[src/rtl/alu_pkg.sv]
// Shared ALU definitions: control codes, RV32I opcode/funct fields and the issue-stage op record.
// Used by the issue stage and by the ALU itself.
package alu_pkg;

  typedef enum logic [3:0] {
    AND = 4'd0,
    OR  = 4'd1,
    XOR = 4'd2,
    ADD = 4'd3,
    SUB = 4'd4,
    SLL = 4'd5,
    SRL = 4'd6,
    SRA = 4'd7,
    SLT = 4'd8,
    NOP = 4'd15
  } alu_ctl_e;

  localparam int XLEN = 32;

  localparam logic [6:0] OPC_OP    = 7'b0110011;
  localparam logic [6:0] OPC_OPIMM = 7'b0010011;

  localparam logic [2:0] F3_ADD  = 3'b000;
  localparam logic [2:0] F3_SLL  = 3'b001;
  localparam logic [2:0] F3_SLT  = 3'b010;
  localparam logic [2:0] F3_SLTU = 3'b011;
  localparam logic [2:0] F3_XOR  = 3'b100;
  localparam logic [2:0] F3_SR   = 3'b101;
  localparam logic [2:0] F3_OR   = 3'b110;
  localparam logic [2:0] F3_AND  = 3'b111;

  localparam logic [6:0] F7_BASE = 7'b0000000;
  localparam logic [6:0] F7_ALT  = 7'b0100000;

  typedef struct packed {
    logic [XLEN-1:0] a;
    logic [XLEN-1:0] b;
    alu_ctl_e        ctl;
    logic [4:0]      rd;
    logic            illegal;
  } issue_op_t;

  localparam issue_op_t OP_RESET = '{a: 32'd0, b: 32'd0, ctl: AND, rd: 5'd0, illegal: 1'b0};

  function automatic logic [XLEN-1:0] sext12(input logic [11:0] imm);
    return {{(XLEN-12){imm[11]}}, imm};
  endfunction

  // Base mapping only; SUB/SRA are selected by funct7 in the decoder.
  function automatic alu_ctl_e f3_ctl(input logic [2:0] f3);
    case (f3)
      F3_ADD:  return ADD;
      F3_SLL:  return SLL;
      F3_SLT:  return SLT;
      F3_XOR:  return XOR;
      F3_SR:   return SRL;
      F3_OR:   return OR;
      F3_AND:  return AND;
      default: return NOP;
    endcase
  endfunction

endpackage

[src/rtl/alu_issue_if.sv]
// Handshake and operand bundle between the instruction source, the issue stage and the ALU.
// master = source/consumer side, slave = the issue stage.
interface alu_issue_if #(
  parameter int DATA_WIDTH = 32,
  parameter int CNT_WIDTH  = 16
);
  logic                  in_valid;
  logic                  in_ready;
  logic [31:0]           instr;
  logic [DATA_WIDTH-1:0] rs1_val;
  logic [DATA_WIDTH-1:0] rs2_val;
  logic                  out_valid;
  logic                  out_ready;
  logic [DATA_WIDTH-1:0] alu_a;
  logic [DATA_WIDTH-1:0] alu_b;
  logic [3:0]            alu_ctl;
  logic [4:0]            rd;
  logic                  illegal;
  logic [CNT_WIDTH-1:0]  illegal_cnt;

  modport master (
    output in_valid, instr, rs1_val, rs2_val, out_ready,
    input  in_ready, out_valid, alu_a, alu_b, alu_ctl, rd, illegal, illegal_cnt
  );

  modport slave (
    input  in_valid, instr, rs1_val, rs2_val, out_ready,
    output in_ready, out_valid, alu_a, alu_b, alu_ctl, rd, illegal, illegal_cnt
  );
endinterface

[src/rtl/alu_op_decode.sv]
// Combinational RV32I OP/OP-IMM decoder producing ALU control, operands and destination.
// Illegal or unsupported encodings collapse to NOP with zero operands.
module alu_op_decode
  import alu_pkg::*;
#(
  parameter int DATA_WIDTH = 32
) (
  input  logic [31:0]           instr,
  input  logic [DATA_WIDTH-1:0] rs1_val,
  input  logic [DATA_WIDTH-1:0] rs2_val,
  output logic [DATA_WIDTH-1:0] a,
  output logic [DATA_WIDTH-1:0] b,
  output alu_ctl_e              ctl,
  output logic [4:0]            rd,
  output logic                  illegal
);

  logic [6:0]            opcode_s;
  logic [2:0]            funct3_s;
  logic [6:0]            funct7_s;
  logic [DATA_WIDTH-1:0] imm_s;
  logic [DATA_WIDTH-1:0] b_s;
  alu_ctl_e              ctl_s;
  logic                  legal_s;

  assign opcode_s = instr[6:0];
  assign funct3_s = instr[14:12];
  assign funct7_s = instr[31:25];
  assign imm_s    = sext12(instr[31:20]);

  // Field decode; ctl_s/b_s are only meaningful when legal_s is set.
  always_comb begin
    ctl_s   = NOP;
    b_s     = {DATA_WIDTH{1'b0}};
    legal_s = 1'b0;
    case (opcode_s)
      OPC_OP: begin
        case (funct3_s)
          F3_ADD: begin
            b_s     = rs2_val;
            ctl_s   = (funct7_s == F7_ALT) ? SUB : ADD;
            legal_s = (funct7_s == F7_BASE) || (funct7_s == F7_ALT);
          end
          F3_SLL: begin
            // The ALU shifts by all of b, so only the low 5 bits may survive.
            b_s     = {{(DATA_WIDTH-5){1'b0}}, rs2_val[4:0]};
            ctl_s   = SLL;
            legal_s = (funct7_s == F7_BASE);
          end
          F3_SR: begin
            b_s     = {{(DATA_WIDTH-5){1'b0}}, rs2_val[4:0]};
            ctl_s   = (funct7_s == F7_ALT) ? SRA : SRL;
            legal_s = (funct7_s == F7_BASE) || (funct7_s == F7_ALT);
          end
          F3_SLT, F3_XOR, F3_OR, F3_AND: begin
            b_s     = rs2_val;
            ctl_s   = f3_ctl(funct3_s);
            legal_s = (funct7_s == F7_BASE);
          end
          default: begin
            legal_s = 1'b0;
          end
        endcase
      end
      OPC_OPIMM: begin
        case (funct3_s)
          F3_SLL: begin
            b_s     = {{(DATA_WIDTH-5){1'b0}}, instr[24:20]};
            ctl_s   = SLL;
            legal_s = (funct7_s == F7_BASE);
          end
          F3_SR: begin
            b_s     = {{(DATA_WIDTH-5){1'b0}}, instr[24:20]};
            ctl_s   = (funct7_s == F7_ALT) ? SRA : SRL;
            legal_s = (funct7_s == F7_BASE) || (funct7_s == F7_ALT);
          end
          F3_ADD, F3_SLT, F3_XOR, F3_OR, F3_AND: begin
            b_s     = imm_s;
            ctl_s   = f3_ctl(funct3_s);
            legal_s = 1'b1;
          end
          default: begin
            legal_s = 1'b0;
          end
        endcase
      end
      default: begin
        legal_s = 1'b0;
      end
    endcase
  end

  assign a       = legal_s ? rs1_val : {DATA_WIDTH{1'b0}};
  assign b       = legal_s ? b_s : {DATA_WIDTH{1'b0}};
  assign ctl     = legal_s ? ctl_s : NOP;
  assign illegal = !legal_s;
  assign rd      = instr[11:7];

endmodule

[src/rtl/alu_issue.sv]
// ALU issue stage: decodes OP/OP-IMM, registers the result behind an optional skid entry
// so in_ready and all ALU-side outputs come straight from flops; counts illegal ops.
module alu_issue
  import alu_pkg::*;
#(
  parameter int DATA_WIDTH = 32,
  parameter bit SKID_EN    = 1'b1,
  parameter int CNT_WIDTH  = 16
) (
  input  logic       clk,
  input  logic       rst_n,
  alu_issue_if.slave bus
);

  if (DATA_WIDTH != 32) begin : g_bad_width
    $error("alu_issue: DATA_WIDTH must be 32");
  end

  issue_op_t             dec_op_s;
  issue_op_t             out_op_r, out_op_n;
  issue_op_t             skid_op_r, skid_op_n;
  logic                  out_valid_r, out_valid_n;
  logic                  skid_valid_r, skid_valid_n;
  logic                  in_ready_r, in_ready_n;
  logic                  in_ready_s, in_fire_s, out_fire_s;
  logic [CNT_WIDTH-1:0]  cnt_r, cnt_n;
  logic [DATA_WIDTH-1:0] dec_a_s, dec_b_s;
  alu_ctl_e              dec_ctl_s;
  logic [4:0]            dec_rd_s;
  logic                  dec_illegal_s;

  alu_op_decode #(.DATA_WIDTH(DATA_WIDTH)) u_decode (
    .instr   (bus.instr),
    .rs1_val (bus.rs1_val),
    .rs2_val (bus.rs2_val),
    .a       (dec_a_s),
    .b       (dec_b_s),
    .ctl     (dec_ctl_s),
    .rd      (dec_rd_s),
    .illegal (dec_illegal_s)
  );

  assign dec_op_s = '{a: dec_a_s, b: dec_b_s, ctl: dec_ctl_s, rd: dec_rd_s, illegal: dec_illegal_s};

  // Without the skid entry, ready must look through to the consumer combinationally.
  assign in_ready_s = SKID_EN ? in_ready_r : (!out_valid_r || bus.out_ready);
  assign in_fire_s  = bus.in_valid && in_ready_s;
  assign out_fire_s = out_valid_r && bus.out_ready;

  // Next-state for output register, skid entry, registered ready and illegal counter.
  always_comb begin
    out_valid_n  = out_valid_r;
    out_op_n     = out_op_r;
    skid_valid_n = skid_valid_r;
    skid_op_n    = skid_op_r;
    cnt_n        = cnt_r;
    if (!out_valid_r || out_fire_s) begin
      if (skid_valid_r) begin
        out_op_n     = skid_op_r;
        out_valid_n  = 1'b1;
        skid_valid_n = 1'b0;
      end else if (in_fire_s) begin
        out_op_n    = dec_op_s;
        out_valid_n = 1'b1;
      end else begin
        out_valid_n = 1'b0;
      end
    end else begin
      if (in_fire_s) begin
        skid_op_n    = dec_op_s;
        skid_valid_n = 1'b1;
      end else begin
        skid_valid_n = skid_valid_r;
      end
    end
    if (in_fire_s && dec_op_s.illegal && (cnt_r != {CNT_WIDTH{1'b1}})) begin
      cnt_n = cnt_r + {{(CNT_WIDTH-1){1'b0}}, 1'b1};
    end else begin
      cnt_n = cnt_r;
    end
    in_ready_n = !skid_valid_n;
  end

  // State registers; reset discards any in-flight ops immediately.
  always_ff @(posedge clk or negedge rst_n) begin
    if (!rst_n) begin
      out_valid_r  <= 1'b0;
      out_op_r     <= OP_RESET;
      skid_valid_r <= 1'b0;
      skid_op_r    <= OP_RESET;
      in_ready_r   <= 1'b0;
      cnt_r        <= {CNT_WIDTH{1'b0}};
    end else begin
      out_valid_r  <= out_valid_n;
      out_op_r     <= out_op_n;
      skid_valid_r <= skid_valid_n;
      skid_op_r    <= skid_op_n;
      in_ready_r   <= in_ready_n;
      cnt_r        <= cnt_n;
    end
  end

  assign bus.in_ready    = in_ready_s;
  assign bus.out_valid   = out_valid_r;
  assign bus.alu_a       = out_op_r.a;
  assign bus.alu_b       = out_op_r.b;
  assign bus.alu_ctl     = out_op_r.ctl;
  assign bus.rd          = out_op_r.rd;
  assign bus.illegal     = out_op_r.illegal;
  assign bus.illegal_cnt = cnt_r;

endmodule

[src/flat_wrapper.sv]
// flat-port wrapper written by rule: the top's interface ports become plain ports
module alu_issue_flat import alu_pkg::*;
#(
  parameter int DATA_WIDTH = 32,
  parameter bit SKID_EN    = 1'b1,
  parameter int CNT_WIDTH  = 16
)
  (clk, rst_n, bus_in_valid, bus_instr, bus_rs1_val, bus_rs2_val, bus_out_ready, bus_in_ready, bus_out_valid, bus_alu_a, bus_alu_b, bus_alu_ctl, bus_rd, bus_illegal, bus_illegal_cnt);
  alu_issue_if #(.DATA_WIDTH(DATA_WIDTH), .CNT_WIDTH(CNT_WIDTH)) bus_i ();
  input  logic clk;
  input  logic rst_n;
  input wire logic [$bits(bus_i.in_valid)-1:0] bus_in_valid;
  input wire logic [$bits(bus_i.instr)-1:0] bus_instr;
  input wire logic [$bits(bus_i.rs1_val)-1:0] bus_rs1_val;
  input wire logic [$bits(bus_i.rs2_val)-1:0] bus_rs2_val;
  input wire logic [$bits(bus_i.out_ready)-1:0] bus_out_ready;
  output wire logic [$bits(bus_i.in_ready)-1:0] bus_in_ready;
  output wire logic [$bits(bus_i.out_valid)-1:0] bus_out_valid;
  output wire logic [$bits(bus_i.alu_a)-1:0] bus_alu_a;
  output wire logic [$bits(bus_i.alu_b)-1:0] bus_alu_b;
  output wire logic [$bits(bus_i.alu_ctl)-1:0] bus_alu_ctl;
  output wire logic [$bits(bus_i.rd)-1:0] bus_rd;
  output wire logic [$bits(bus_i.illegal)-1:0] bus_illegal;
  output wire logic [$bits(bus_i.illegal_cnt)-1:0] bus_illegal_cnt;
  assign bus_i.in_valid = bus_in_valid;
  assign bus_i.instr = bus_instr;
  assign bus_i.rs1_val = bus_rs1_val;
  assign bus_i.rs2_val = bus_rs2_val;
  assign bus_i.out_ready = bus_out_ready;
  assign bus_in_ready = bus_i.in_ready;
  assign bus_out_valid = bus_i.out_valid;
  assign bus_alu_a = bus_i.alu_a;
  assign bus_alu_b = bus_i.alu_b;
  assign bus_alu_ctl = bus_i.alu_ctl;
  assign bus_rd = bus_i.rd;
  assign bus_illegal = bus_i.illegal;
  assign bus_illegal_cnt = bus_i.illegal_cnt;
  alu_issue #(.DATA_WIDTH(DATA_WIDTH), .SKID_EN(SKID_EN), .CNT_WIDTH(CNT_WIDTH)) u_core (.clk(clk), .rst_n(rst_n), .bus(bus_i));
endmodule
[config.mk]
export PLATFORM = sky130hd
export DESIGN_NAME = alu_issue_flat
export DESIGN_NICKNAME = d
export VERILOG_FILES = /design/src/rtl/alu_pkg.sv /design/src/rtl/alu_issue_if.sv /design/src/rtl/alu_op_decode.sv /design/src/rtl/alu_issue.sv /design/src/flat_wrapper.sv
export SDC_FILE = /design/constraint.sdc
export NUM_CORES = 1
export LEC_CHECK = 0
export CAP_MARGIN = 10
export CORE_UTILIZATION = 50
export CTS_CLUSTER_DIAMETER = 40
export DETAILED_ROUTE_END_ITERATION = 8
export GPL_TIMING_DRIVEN = 0
export PLACE_DENSITY = 0.81
export SLEW_MARGIN = 20
export SYNTH_ARGS = -nofsm -noshare
export SYNTH_HDL_FRONTEND = slang
export SYNTH_SLANG_ARGS = --single-unit
[constraint.sdc]
create_clock -name clk -period 4.5 [get_ports clk]
set_input_delay 0.675 -clock clk [delete_from_list [all_inputs] [get_ports clk]]
set_output_delay 0.675 -clock clk [all_outputs]
set_load 0.02 [all_outputs]
==> impl_metrics.py <==
metrics = {
    "outcome": {
        "status": "finished with violations",
        "violations": "DRC",
    },
    "placed_design": {
        "hpwl_mm": 15.3,
        "dp_cells": 1197,
        "place_area_mm2": 0.00966,
        "port_buffers": 185,
        "gp_congestion": 0.817,
    },
    "route": {
        "drt_iter0_drc": 756,
        "finalWirelength_mm": 21.7,
        "drt-pass1-iter-count": 7,
        "vias": 7042,
        "wl_per_cell_um": 17.6,
        "drc": 18,
        "postRouteAntennaNets": 0,
        "routed_via_density": 5.73,
    },
    "global_routing": {
        "grt_pass1_wl_mm": 35.4,
        "grt_max_degree": 91,
        "grt_pass1_vias": 6838,
        "gr-total-overflow": 0,
        "grt_usage": 0.290,
        "antenna_found_initial": 0,
    },
    "critical_path": {
        "required_ns": 4.78,
        "criticalPathCategory": "in -> reg",
        "worstPathArrival_ns": 3.49,
        "cpPeakStageDelay_ns": 0.69,
        "critPathLaunchType": "primary input",
        "worstPathCellList": "clkdlybuf4s50_1, and2_1, clkbuf_1, o21ai_1, or2_2, clkbuf_1, clkbuf_1, o21ai_0",
        "worst_path_most_repeated_cell": "clkbuf_1",
        "cp_slowest_cell": "o21ai_1",
        "crit_path_end_kind": "flop",
        "cp_max_fo": 10,
    },
    "min_path": {
        "min_path_type": "in -> async",
    },
    "clock_tree": {
        "root_buffer": "clkbuf_16",
        "clkSinkCount": 167,
        "cts_setup_buffers": 0,
        "cts_tree": "done",
        "cts.clk_slew.worst_paths_ns": 0.06,
        "cts_resized": 0,
        "holdBufCountCts": 0,
        "clock_path_buffers": 2,
        "cts_max_level": 4,
        "clk_latency_ns": 0.43,
        "cts_buffers": 17,
    },
    "die": {
        "rows": 44,
        "core_mm2": 0.0146,
        "die_width_um": 125,
        "initial_core_util": 0.515,
        "die_h_um": 125,
        "dieArea_mm2": 0.0156,
        "ioPinCount": 192,
    },
    "run": {
        "max-cap-violations": 0,
    },
    "sta": {
        "maxSlewViolCount": 0,
        "min_period_ns": 3.21,
        "setup_viol": 0,
        "rsz0062_at_grt": "no",
        "worst_pin_slew_ns": 0.994,
        "fin_setup_tns_ns": 0,
        "period_share": 0.712,
        "hold_violations": 0,
        "fmax_mhz": 312,
        "fin_worst_skew_ns": 0.00634,
        "relSlewSlack": 0.331,
    },
    "synth": {
        "synth_ff_type": "dfrtp_1",
        "syn_inst": 827,
        "synth_area_leaders": "dfrtp_1, nand2_1, o21ai_0, a21oi_1, and3_1",
        "synth_async_sr_flop_share": 1.00,
        "synth_seq_cells": 167,
        "synth_warnings": 0,
        "synth_top_area_share": 0.554,
        "synth_area_per_cell_um2": 9.13,
        "yosysTopAreaCell": "dfrtp_1",
        "seq_area_frac_synth": 0.554,
        "syn_area_mm2": 0.00755,
        "yosys.cell_types.count": 45,
        "synth_nets": 928,
        "synth_edf_count": 0,
    },
    "final_layout": {
        "finalNetCount": 1133,
        "final_area_mm2": 0.0103,
        "final_common_cell": "clkdlybuf4s50_1",
        "antennaDiodeCount": 0,
        "final_cells": 1229,
        "synthToLayoutAreaGrowth_pct": 35.9,
        "drive_above_1_share": 0.0459,
        "layout_common_cells": "clkdlybuf4s50_1, dfrtp_1, nand2_1",
    },
    "power_and_ir_drop": {
        "power_density_mw_per_mm2": 398,
        "power_leakage_nw": 4.43,
        "power_mw": 4.08,
        "peakVddDrop_mv": 0.295,
    },
}
[critical path: cells and delay by family]
kind | cells | cell delay (ns)
AO/OA/AOI/OAI | 2 | 0.88
buffers and inverters | 4 | 1.55
AND/OR/NAND/NOR | 2 | 0.39
[synth_stat cells, drive strengths merged, types with 2 or more instances]
| library cell | instances |
|---|---|
| nand3 | 37 |
| nand4 | 10 |
| and3 | 44 |
| mux2i | 12 |
| o21ai | 123 |
| nand2b | 2 |
| clkbuf | 57 |
| buf | 11 |
| o22ai | 2 |
| xnor2 | 8 |
| nand2 | 163 |
| nor2b | 2 |
| nor4 | 4 |
| xor2 | 6 |
| a21oi | 88 |
| dfrtp | 167 |
| mux2 | 6 |
| nor2 | 36 |
| o41ai | 6 |
| nor3 | 8 |
| inv | 3 |
| o31ai | 6 |
| a22o | 10 |
[report_power, final]
| part | switching, mW | internal [mW] | leakage [nW] |
|---|---|---|---|
| combinational | 0.490 | 0.370 | 1.92 |
| sequential | 0.104 | 1.63 | 2.23 |
| clock | 0.584 | 0.903 | 0.282 |
[routing by layer]
metal | up-vias | track usage | share of wire
li1 | 3291 | - | -
met1 | 3406 | 0.393 | 0.43
met2 | 305 | 0.468 | 0.48
met3 | 40 | 0.0580 | 0.066
met4 | 0 | 0.0983 | 0.020
met5 | - | 0 | 0
[per-stage QoR]
stage / hold WS (ns) / util / setup WS (ns)
6_report: 0.257 / 0.700 / 1.29
5_1_grt: 0.310 / 0.700 / 1.06
4_1_cts: 0.278 / 0.700 / 1.33
3_5_place_dp: 0.454 / 0.660 / 0.890
3_3_place_gp: 0.447 / 0.658 / -4.07
2_1_floorplan: 0.379 / - / 2.08
[worst paths after layout]
check / from / end / slack, ns / cells past startpoint
max in group asynchronous: rst_n / u_core.bus.illegal_cnt[11]$_DFFE_PN0P_ / 3.42 / 2
setup reg to reg: u_core.bus.in_ready$_DFF_PN0_ / u_core.bus.alu_a[12]$_DFFE_PN0P_ / 1.59 / 7
hold reg to reg: u_core.skid_op_r[17]$_DFFE_PN0P_ / u_core.skid_op_r[17]$_DFFE_PN0P_ / 0.47 / 2
setup / recovery: bus_in_valid / u_core.bus.alu_a[12]$_DFFE_PN0P_ / 1.29 / 8
min in group clk: u_core.skid_op_r[17]$_DFFE_PN0P_ / u_core.skid_op_r[17]$_DFFE_PN0P_ / 0.47 / 2
hold / removal: rst_n / u_core.bus.alu_a[22]$_DFFE_PN0P_ / 0.26 / 1
[logic make-up after synthesis]
kind of cell | share of synthesized area
flops | 0.554
compound gates | 0.175
simple gates | 0.190
fa+ha+maj | 0.00166
buf+inv | 0.0381
mux | 0.0249
xor+xnor | 0.0162
[sequential cells by signal, indices dropped and copies added (netlist names)]
signal	cells
u_core.bus.alu_ctl	4
u_core.bus.in_ready	1
u_core.bus.rd	5
u_core.skid_op_r	74
u_core.skid_valid_r	1
u_core.bus.alu_b	32
u_core.bus.illegal_cnt	16
u_core.bus.illegal	1
u_core.bus.out_valid	1
u_core.bus.alu_a	32
[final cells by class]
type | count | area (um2)
Fill cell | 1120 | 4390
Sequential cell | 167 | 4180
Multi-Input combinational cell | 589 | 3080
Timing Repair Buffer | 186 | 1880
Clock buffer | 25 | 475
Buffer | 68 | 277
Tap cell | 184 | 230
Clock inverter | 7 | 119
Inverter | 3 | 11.3
Power figures use the tool's default switching activity.
